<file path="src/rtl/team_06_i2s_pkg.sv">
// Shared definitions for the I2S capture and playback paths.
// Latency: n/a (types, constants and a combinational helper only).
// Backpressure: n/a.
package team_06_i2s_pkg;

    localparam int SAMPLE_W = 8;
    localparam int SLOT_W   = 32;

    localparam logic [SAMPLE_W-1:0] MIDSCALE  = 8'd128;
    // Flipping the MSB maps unsigned 0..255 onto two's complement -128..127.
    localparam logic [SAMPLE_W-1:0] SIGN_FLIP = 8'h80;

    typedef enum logic [1:0] {
        IDLE,
        LEFT,
        RIGHT
    } i2s_tx_state_t;

    // Serial bit for slot position k of a slot word {dat, 24'h0}.
    // Position 0 carries the previous slot's LSB padding (I2S one-bit delay),
    // positions 1..8 carry dat MSB first, everything after is zero padding.
    function automatic logic slot_bit(input logic [SAMPLE_W-1:0] dat,
                                      input logic [4:0]          k);
        logic b;
        b = 1'b0;
        case (k)
            5'd1:    b = dat[7];
            5'd2:    b = dat[6];
            5'd3:    b = dat[5];
            5'd4:    b = dat[4];
            5'd5:    b = dat[3];
            5'd6:    b = dat[2];
            5'd7:    b = dat[1];
            5'd8:    b = dat[0];
            default: b = 1'b0;
        endcase
        return b;
    endfunction

endpackage

</file>
<file path="src/rtl/team_06_sample_hold.sv">
// One-entry sample buffer between the valid/ready input and the frame loader.
// Latency: a transfer is visible on hold_dat/hold_valid the cycle after it.
// Backpressure: upstream is stalled (via hold_valid) while the entry is full.
// Ports: clk/rst (sync, active-high); flush empties the entry; load marks a
// frame load which consumes the entry, or, when empty, takes the same-cycle
// transfer straight through without storing it; xfer is the accepted handshake.
module team_06_sample_hold
    import team_06_i2s_pkg::*;
(
    input  logic                clk,
    input  logic                rst,
    input  logic                flush,
    input  logic                load,
    input  logic                xfer,
    input  logic [SAMPLE_W-1:0] sample_in,
    output logic [SAMPLE_W-1:0] hold_dat,
    output logic                hold_valid
);

    logic [SAMPLE_W-1:0] hold_dat_q, hold_dat_d;
    logic                hold_valid_q, hold_valid_d;

    always_comb begin
        hold_dat_d   = hold_dat_q;
        hold_valid_d = hold_valid_q;
        if (flush || load) begin
            // A load either drains the entry or bypasses a same-cycle transfer.
            hold_valid_d = 1'b0;
        end else if (xfer) begin
            hold_valid_d = 1'b1;
            hold_dat_d   = sample_in;
        end
    end

    always_ff @(posedge clk) begin
        if (rst) begin
            hold_dat_q   <= '0;
            hold_valid_q <= 1'b0;
        end else begin
            hold_dat_q   <= hold_dat_d;
            hold_valid_q <= hold_valid_d;
        end
    end

    assign hold_dat   = hold_dat_q;
    assign hold_valid = hold_valid_q;

endmodule

</file>
<file path="src/rtl/team_06_i2s_tx.sv">
// I2S transmitter: 8-bit unsigned samples -> 64-bit-clock I2S frames on sdata/ws.
// Latency: a sample held before a frame-start fall reaches sdata (MSB) one fall later.
// Backpressure: sample_ready = en && !hold_valid; one sample buffered per frame.
// Ports: clk/rst (sync, active-high), en, i2sclk/past_i2sclk (bit clock and its
// one-clk delayed copy), sample_in/sample_valid/sample_ready, sdata, ws, underrun.
// Build option TEAM_06_I2S_TX_DUP_RIGHT_EN: right slot repeats the left sample;
// otherwise the right slot is silent.
module team_06_i2s_tx
    import team_06_i2s_pkg::*;
(
    input  logic                clk,
    input  logic                rst,
    input  logic                en,
    input  logic                i2sclk,
    input  logic                past_i2sclk,
    input  logic [SAMPLE_W-1:0] sample_in,
    input  logic                sample_valid,
    output logic                sample_ready,
    output logic                sdata,
    output logic                ws,
    output logic                underrun
);

    localparam logic [4:0] LAST_BIT = 5'(SLOT_W - 1);

    i2s_tx_state_t       state_q, state_d;
    logic [4:0]          bit_cnt_q, bit_cnt_d;
    logic                sdata_q, sdata_d;
    logic                ws_q, ws_d;
    logic                underrun_q, underrun_d;
    logic [SAMPLE_W-1:0] frame_q, frame_d;   // already sign-converted

    logic                fall;
    logic                xfer;
    logic                load;
    logic [SAMPLE_W-1:0] hold_dat;
    logic                hold_valid;
    logic [SAMPLE_W-1:0] right_dat;
    logic [SAMPLE_W-1:0] src;
    logic [4:0]          nxt_cnt;

    assign fall         = !i2sclk && past_i2sclk;
    assign sample_ready = en && !hold_valid;
    assign xfer         = sample_valid && sample_ready;

`ifdef TEAM_06_I2S_TX_DUP_RIGHT_EN
    assign right_dat = frame_q;
`else
    assign right_dat = '0;
`endif

    team_06_sample_hold u_hold (
        .clk        (clk),
        .rst        (rst),
        .flush      (!en),
        .load       (load),
        .xfer       (xfer),
        .sample_in  (sample_in),
        .hold_dat   (hold_dat),
        .hold_valid (hold_valid)
    );

    always_comb begin
        state_d    = state_q;
        bit_cnt_d  = bit_cnt_q;
        sdata_d    = sdata_q;
        ws_d       = ws_q;
        frame_d    = frame_q;
        underrun_d = 1'b0;
        load       = 1'b0;
        src        = MIDSCALE;
        nxt_cnt    = bit_cnt_q + 5'd1;

        if (!en) begin
            state_d   = IDLE;
            bit_cnt_d = '0;
            sdata_d   = 1'b0;
            ws_d      = 1'b0;
        end else if (fall) begin
            case (state_q)
                IDLE: begin
                    state_d   = LEFT;
                    bit_cnt_d = '0;
                    ws_d      = 1'b0;
                    sdata_d   = 1'b0;
                    load      = 1'b1;
                end
                LEFT: begin
                    if (bit_cnt_q == LAST_BIT) begin
                        state_d   = RIGHT;
                        bit_cnt_d = '0;
                        ws_d      = 1'b1;
                        sdata_d   = 1'b0;
                    end else begin
                        bit_cnt_d = nxt_cnt;
                        sdata_d   = slot_bit(frame_q, nxt_cnt);
                    end
                end
                RIGHT: begin
                    if (bit_cnt_q == LAST_BIT) begin
                        state_d   = LEFT;
                        bit_cnt_d = '0;
                        ws_d      = 1'b0;
                        sdata_d   = 1'b0;
                        load      = 1'b1;
                    end else begin
                        bit_cnt_d = nxt_cnt;
                        sdata_d   = slot_bit(right_dat, nxt_cnt);
                    end
                end
                default: state_d = IDLE;
            endcase
        end

        // Frame load priority: held sample, then same-cycle bypass, then silence.
        if (load) begin
            if (hold_valid) begin
                src = hold_dat;
            end else if (xfer) begin
                src = sample_in;
            end else begin
                underrun_d = 1'b1;
            end
            frame_d = src ^ SIGN_FLIP;
        end
    end

    always_ff @(posedge clk) begin
        if (rst) begin
            state_q    <= IDLE;
            bit_cnt_q  <= '0;
            sdata_q    <= 1'b0;
            ws_q       <= 1'b0;
            underrun_q <= 1'b0;
            frame_q    <= '0;
        end else begin
            state_q    <= state_d;
            bit_cnt_q  <= bit_cnt_d;
            sdata_q    <= sdata_d;
            ws_q       <= ws_d;
            underrun_q <= underrun_d;
            frame_q    <= frame_d;
        end
    end

    assign sdata    = sdata_q;
    assign ws       = ws_q;
    assign underrun = underrun_q;

endmodule

</file>
<file path="config.mk">
export PLATFORM = sky130hd
export DESIGN_NAME = team_06_i2s_tx
export DESIGN_NICKNAME = d
export VERILOG_FILES = /design/src/rtl/team_06_i2s_pkg.sv /design/src/rtl/team_06_sample_hold.sv /design/src/rtl/team_06_i2s_tx.sv
export SDC_FILE = /design/constraint.sdc
export NUM_CORES = 1
export LEC_CHECK = 0
export CAP_MARGIN = 20
export CORE_ASPECT_RATIO = 0.7
export CORE_MARGIN = 4
export CORE_UTILIZATION = 40
export DETAILED_ROUTE_END_ITERATION = 8
export RECOVER_POWER = 50
export SLEW_MARGIN = 10
export SYNTH_ARGS = -nofsm -noshare
export SYNTH_HDL_FRONTEND = slang
export SYNTH_SLANG_ARGS = --single-unit
</file>
<file path="constraint.sdc">
create_clock -name clk -period 6.1 [get_ports clk]
set_input_delay 1.83 -clock clk [delete_from_list [all_inputs] [get_ports clk]]
set_output_delay 1.83 -clock clk [all_outputs]
set_load 0.1 [all_outputs]
</file>
# Word-level counts from Yosys, hierarchy flattened
# Cells that the tools add are included.
word_totals:
  register_bits: 27
  elab_cells: 66
  out_inout_bits: 4
  in_bits: 14
classes:
  n_reduce_logical: 19
  n_eq_ne: 13
  bitwise: 4
  add_sub_neg: 1
  muxes: 21
op_table:
  columns: ["cell", "count"]
  rows:
  - ["2-to-1 mux 8 bit", 3]
  - ["== test 5 x 3 -> 1 bit, second input constant", 4]
  - ["== test 5 x 2 -> 1 bit, second input constant", 2]
  - ["one-hot mux 5 bit (2 select lines)", 1]
  - ["2-to-1 mux 1 bit", 9]
  - ["one-hot mux 1 bit (8 select lines)", 1]
  - ["one-hot mux 1 bit (3 select lines)", 2]
  - ["one-hot mux 2 bit (3 select lines)", 1]
  - ["AND reduction 2 bit", 3]
  - ["OR reduction 2 bit", 3]
  - ["adder 5 x 1 -> 5 bit, second input constant", 1]
  - ["== test 5 x 1 -> 1 bit, second input constant", 1]
  - ["== test 5 x 4 -> 1 bit, second input constant", 1]
  - ["== test 5 bit, second input constant", 1]
  - ["2-to-1 mux 5 bit", 1]
  - ["2-to-1 mux 2 bit", 2]
  - ["!= test 2 bit, second input constant", 2]
  - ["inverter 1 bit", 4]
  - ["AND reduction 4 bit", 1]
  - ["logical AND 1 bit", 3]
  - ["logical NOT 1 bit", 3]
  - ["AND reduction 3 bit", 1]
  - ["nonzero test 3 bit", 1]
  - ["OR reduction 3 bit", 1]
  - ["other kinds (6)", 6]

# Logic depth before layout (Yosys ltp)
depth:
  word_depth: 8
  mapped_depth: 8
  mapped_depth_nobuf: 7

# By module
# From an unflattened synthesis, not the netlist that was laid out.
hier_totals:
  cells_unflattened: 167
  area_unflattened_um2: 1491.4
modules_own_cells:
  columns: ["module", "instances", "seq_area_each_um2", "area_per_inst_um2", "cells_per_inst"]
  rows:
  - ["team_06_i2s_tx", 1, 360.3, 1092.3, 129]
  - ["team_06_sample_hold", 1, 180.2, 399.1, 38]

# Worst setup path after synthesis
# No wires, ideal clock.
synth_timing:
  path_type: "input to output"
  from: "in en"
  to: "out sample_ready"
  required_time_ns: 4.270
  arrival_time_ns: 3.164
  path_slack_ns: 1.106
  path_stages: 1
  cell_sequence: "nor2b_1"
synth_via:
  elab_chain_cells: 1
synth_rtl:
  columns: ["element", "line", "text"]
  rows:
  - ["start, declared", "team_06_i2s_tx.sv:13", "input logic en,"]
  - ["logical AND 1 bit", "team_06_i2s_tx.sv:43", "assign sample_ready = en && !hold_valid;"]
  - ["end, declared", "team_06_i2s_tx.sv:18", "output logic sample_ready,"]
# No other way between the ends.

# Worst setup path in the final report
# Ends and elaborated chain as after synthesis.

==> impl_results.md <==
- Clock root buffer: clkbuf_8
- Placed Instances: 193
- Largest family of logic cells by synthesized area: simple AND/OR/NAND/NOR gates
- Synth Area in Adders: 9.242%
- Run status: finished, violations left
- Initial DRC Count: 75
- Syn nets: 170
- Fin area: 0.001556 sq mm
- DIE WIDTH: 77.54 microns
- Power Density: 210.0 mW/mm^2
- Initial antenna violation count: 0
- Worst setup EP type: output pin
- Yosys top cell by area: dfxtp_1
- Global-route usage over all layers: 12.99%
- DRT Wirelength: 2.770 mm
- Routability cong.: 0.8010
- Setup-failing EPs final: 0
- Wirelength per Cell: 14.06 microns
- Worst path max stage delay: 550 ps
- Row Count: 17
- Die height: 56.68 microns
- Synth Area in XOR/XNOR: 1.294%
- Register area: 540.5 sq um
- Unrepaired setup endpoints after global routing: no
- Hold slack: 464.2 ps
- Final setup TNS: 0 ps
- CP Launch Type: input pin
- Post-synth top cells: dfxtp_1 (27), nor2_1 (25), a22oi_1 (10), ha_1 (10)
- Post-CTS sizing: 0
- Post-synthesis cell count: 146
- Req. time, crit path: 4270 ps
- Worst path arrival time: 2850 ps
- Worst-Skew Late Latency: 270 ps
- CTS Buf Count: 3
- H-tree depth: 1
- Flops & latches, synth: 27
- CTS sink cnt: 27
- Filler Cell Count: 310
- Synth cell types: 34
- DRC errors left: 0
- Post-layout min period: 4676 ps
- Starting Density: 42.43%
- Pre-CTS WS: 1429 ps
- Skew final: 3.839 ps
- Vias: 1,082
- CTS Hold Buffers Added: 0
- Finished Layout Cells: 197
- Post-synth EDFFs: 0
- # Max-Cap Violations: 1
- Max_slew headroom: -4.667%
- Cell area after synthesis: 0.001354 sq mm
- Warnings from Yosys: 0
- Async SR Flop Fraction: 0%
- TritonCTS clock tree: built
- CP Max Fanout: 5
- First-pass GRT wire length: 4.533 mm
- Crit Path Category: input pin to output pin
- Pre-antenna DRT Iters: 4
- VDD IR max: 0.1213 mV
- Slew Limit Fails: 17
- Vias in the first global route: 1,008
- Die ar.: 0.004394 sq mm
- Tcrit/Tclk final: 76.66%
- Port-buffer cells: 17
- Top-Level Pins: 18
- CP cell instances: clkdlybuf4s50_1 -> nor2b_1 -> buf_4
- Ranking of synthesized cells by area: dfxtp_1 (40%), ha_1 (9.2%), nor2_1 (6.9%), mux2i_1 (6.7%), a22oi_1 (5.5%)
- Synthesized area per cell: 9.273 sq um
- Fin nets: 184
- Area after DPL: 0.001526 sq mm
- Crit-path slowest cell: clkdlybuf4s50_1
- Fin. Hold Viols: 0
- Worst Setup Slack, final: 1424 ps
- Total gr overflow: 0
- Synth Area in Compound Gates: 18.21%
- Dpl hpwl: 2.098 mm
- Post-route ant nets: 0
- Most frequent cell after synthesis: dfxtp_1
- Core ar.: 0.003191 sq mm
- Largest net degree at the start of global routing: 19
- Min-Delay Path Class: flop to flop
- Mux share of post-synthesis cell area: 6.654%
- # diodes: 0
- Simple-Gate Fraction of Synth Area: 20.43%
- Vias/cell: 5.492
- Pleak: 0.0005907 uW
- Main flop type after synthesis: dfxtp_1
- Clk buf depth: 2
- CTS clock-pin slew for the worst setup and hold paths: 90 ps
- Layout cells sized above 1: 3.774%
- Area Growth Syn to Fin: 14.97%
- Fmax: 0.2138 GHz
- Register area share after synthesis: 39.93%
- Top-area cell type share of the netlist area: 39.93%
- Violated checks: capacitance limit, slew limit
- Worst-Margin Slew: 1567 ps
- Post-CTS Setup Inserts: 0
- Multi-input gate area: 740.7 sq um
==> path summary, 6_finish.rpt <==
check | slack [ps] | start | endpoint | depth (start not counted)
max | 1420 | en | sample_ready | 3
min | 460 | bit_cnt_q[4] | bit_cnt_q[4] | 2
max reg2reg | 3110 | bit_cnt_q[0] | frame_q[7] | 7
min reg2reg | 460 | bit_cnt_q[4] | bit_cnt_q[4] | 2
==> through the flow <==
stage,utilization [%],power (uW)
6_report,48.78,326.9
5_1_grt,48.78,343.0
4_1_cts,49.25,331.8
3_5_place_dp,47.84,231.5
3_3_place_gp,47.84,230.4
2_1_floorplan,-,217.2
==> critical path: cells and delay by family <==
| family | cells | cell delay (ps) |
|---|---|---|
| buffers and inverters | 2 | 850 |
| and+or+nand+nor | 1 | 160 |
==> registers in the layout, indices dropped and copies added (netlist names) <==
name and cells:
u_hold.hold_dat 8, bit_cnt_q 5, state_q 2, sdata 1
frame_q 8, u_hold.hold_valid 1, ws 1, underrun 1
==> power breakdown <==
part	total, uW	internal (uW)	leakage [uW]	switching (uW)
Sequential	186	182	0.000219	3.71
Combinational	40.5	18.3	0.000349	22.1
Clock	101	46.7	0.0000228	53.9
==> cell usage in the layout, fill, tap and decap left out <==
master,Yosys,final
o22ai_1,1,1
buf_4,1,1
nand3_1,3,3
nand3b_1,2,2
or4_1,1,1
and2b_2,1,1
a311oi_1,1,1
and3b_1,1,1
and3_1,1,1
dfxtp_1,27,27
nor3b_1,0,1
clkdlybuf4s50_1,0,14
xnor2_1,2,2
nor2b_1,1,1
dlygate4sd3_1,0,2
nand4b_1,2,2
nor2_1,25,25
mux2i_1,9,9
nand2b_1,6,6
nand2_1,3,3
a21oi_1,7,7
clkbuf_1,5,1
and4b_2,1,1
or3b_1,1,1
a211oi_1,9,9
a221oi_1,1,1
a222oi_1,1,1
a2111o_1,1,1
nor3_1,2,2
a22oi_1,10,10
clkbuf_8,0,3
ha_1,10,10
inv_1,4,4
o21ai_0,3,4
==> cell type report <==
| class | instances | area share [%] |
|---|---|---|
| Tap cell | 38 | 3.055 |
| Inverter | 4 | 0.9646 |
| Clock buffer | 4 | 2.894 |
| Timing Repair Buffer | 17 | 10.77 |
| Sequential cell | 27 | 34.73 |
| Multi-Input combinational cell | 107 | 47.59 |
==> kinds of logic after synthesis <==
group,Yosys count
AND/OR/NAND/NOR,51
AO/OA/AOI/OAI,35
flip-flops,27
buffers and inverters,12
adder cells (fa/ha/maj),10
multiplexers,9
XOR/XNOR,2
==> routing by layer <==
layer	global-route usage [%]	wire length (microns)	vias up	part of all wire, %
met1	18.30	1451	514	52
li1	-	-	552	-
met2	19.07	1195	14	43
met3	4.167	110	2	4.0
met5	0	0	-	0
met4	3.299	12	0	0.43
No activity file was read; power rests on OpenSTA's default activity.
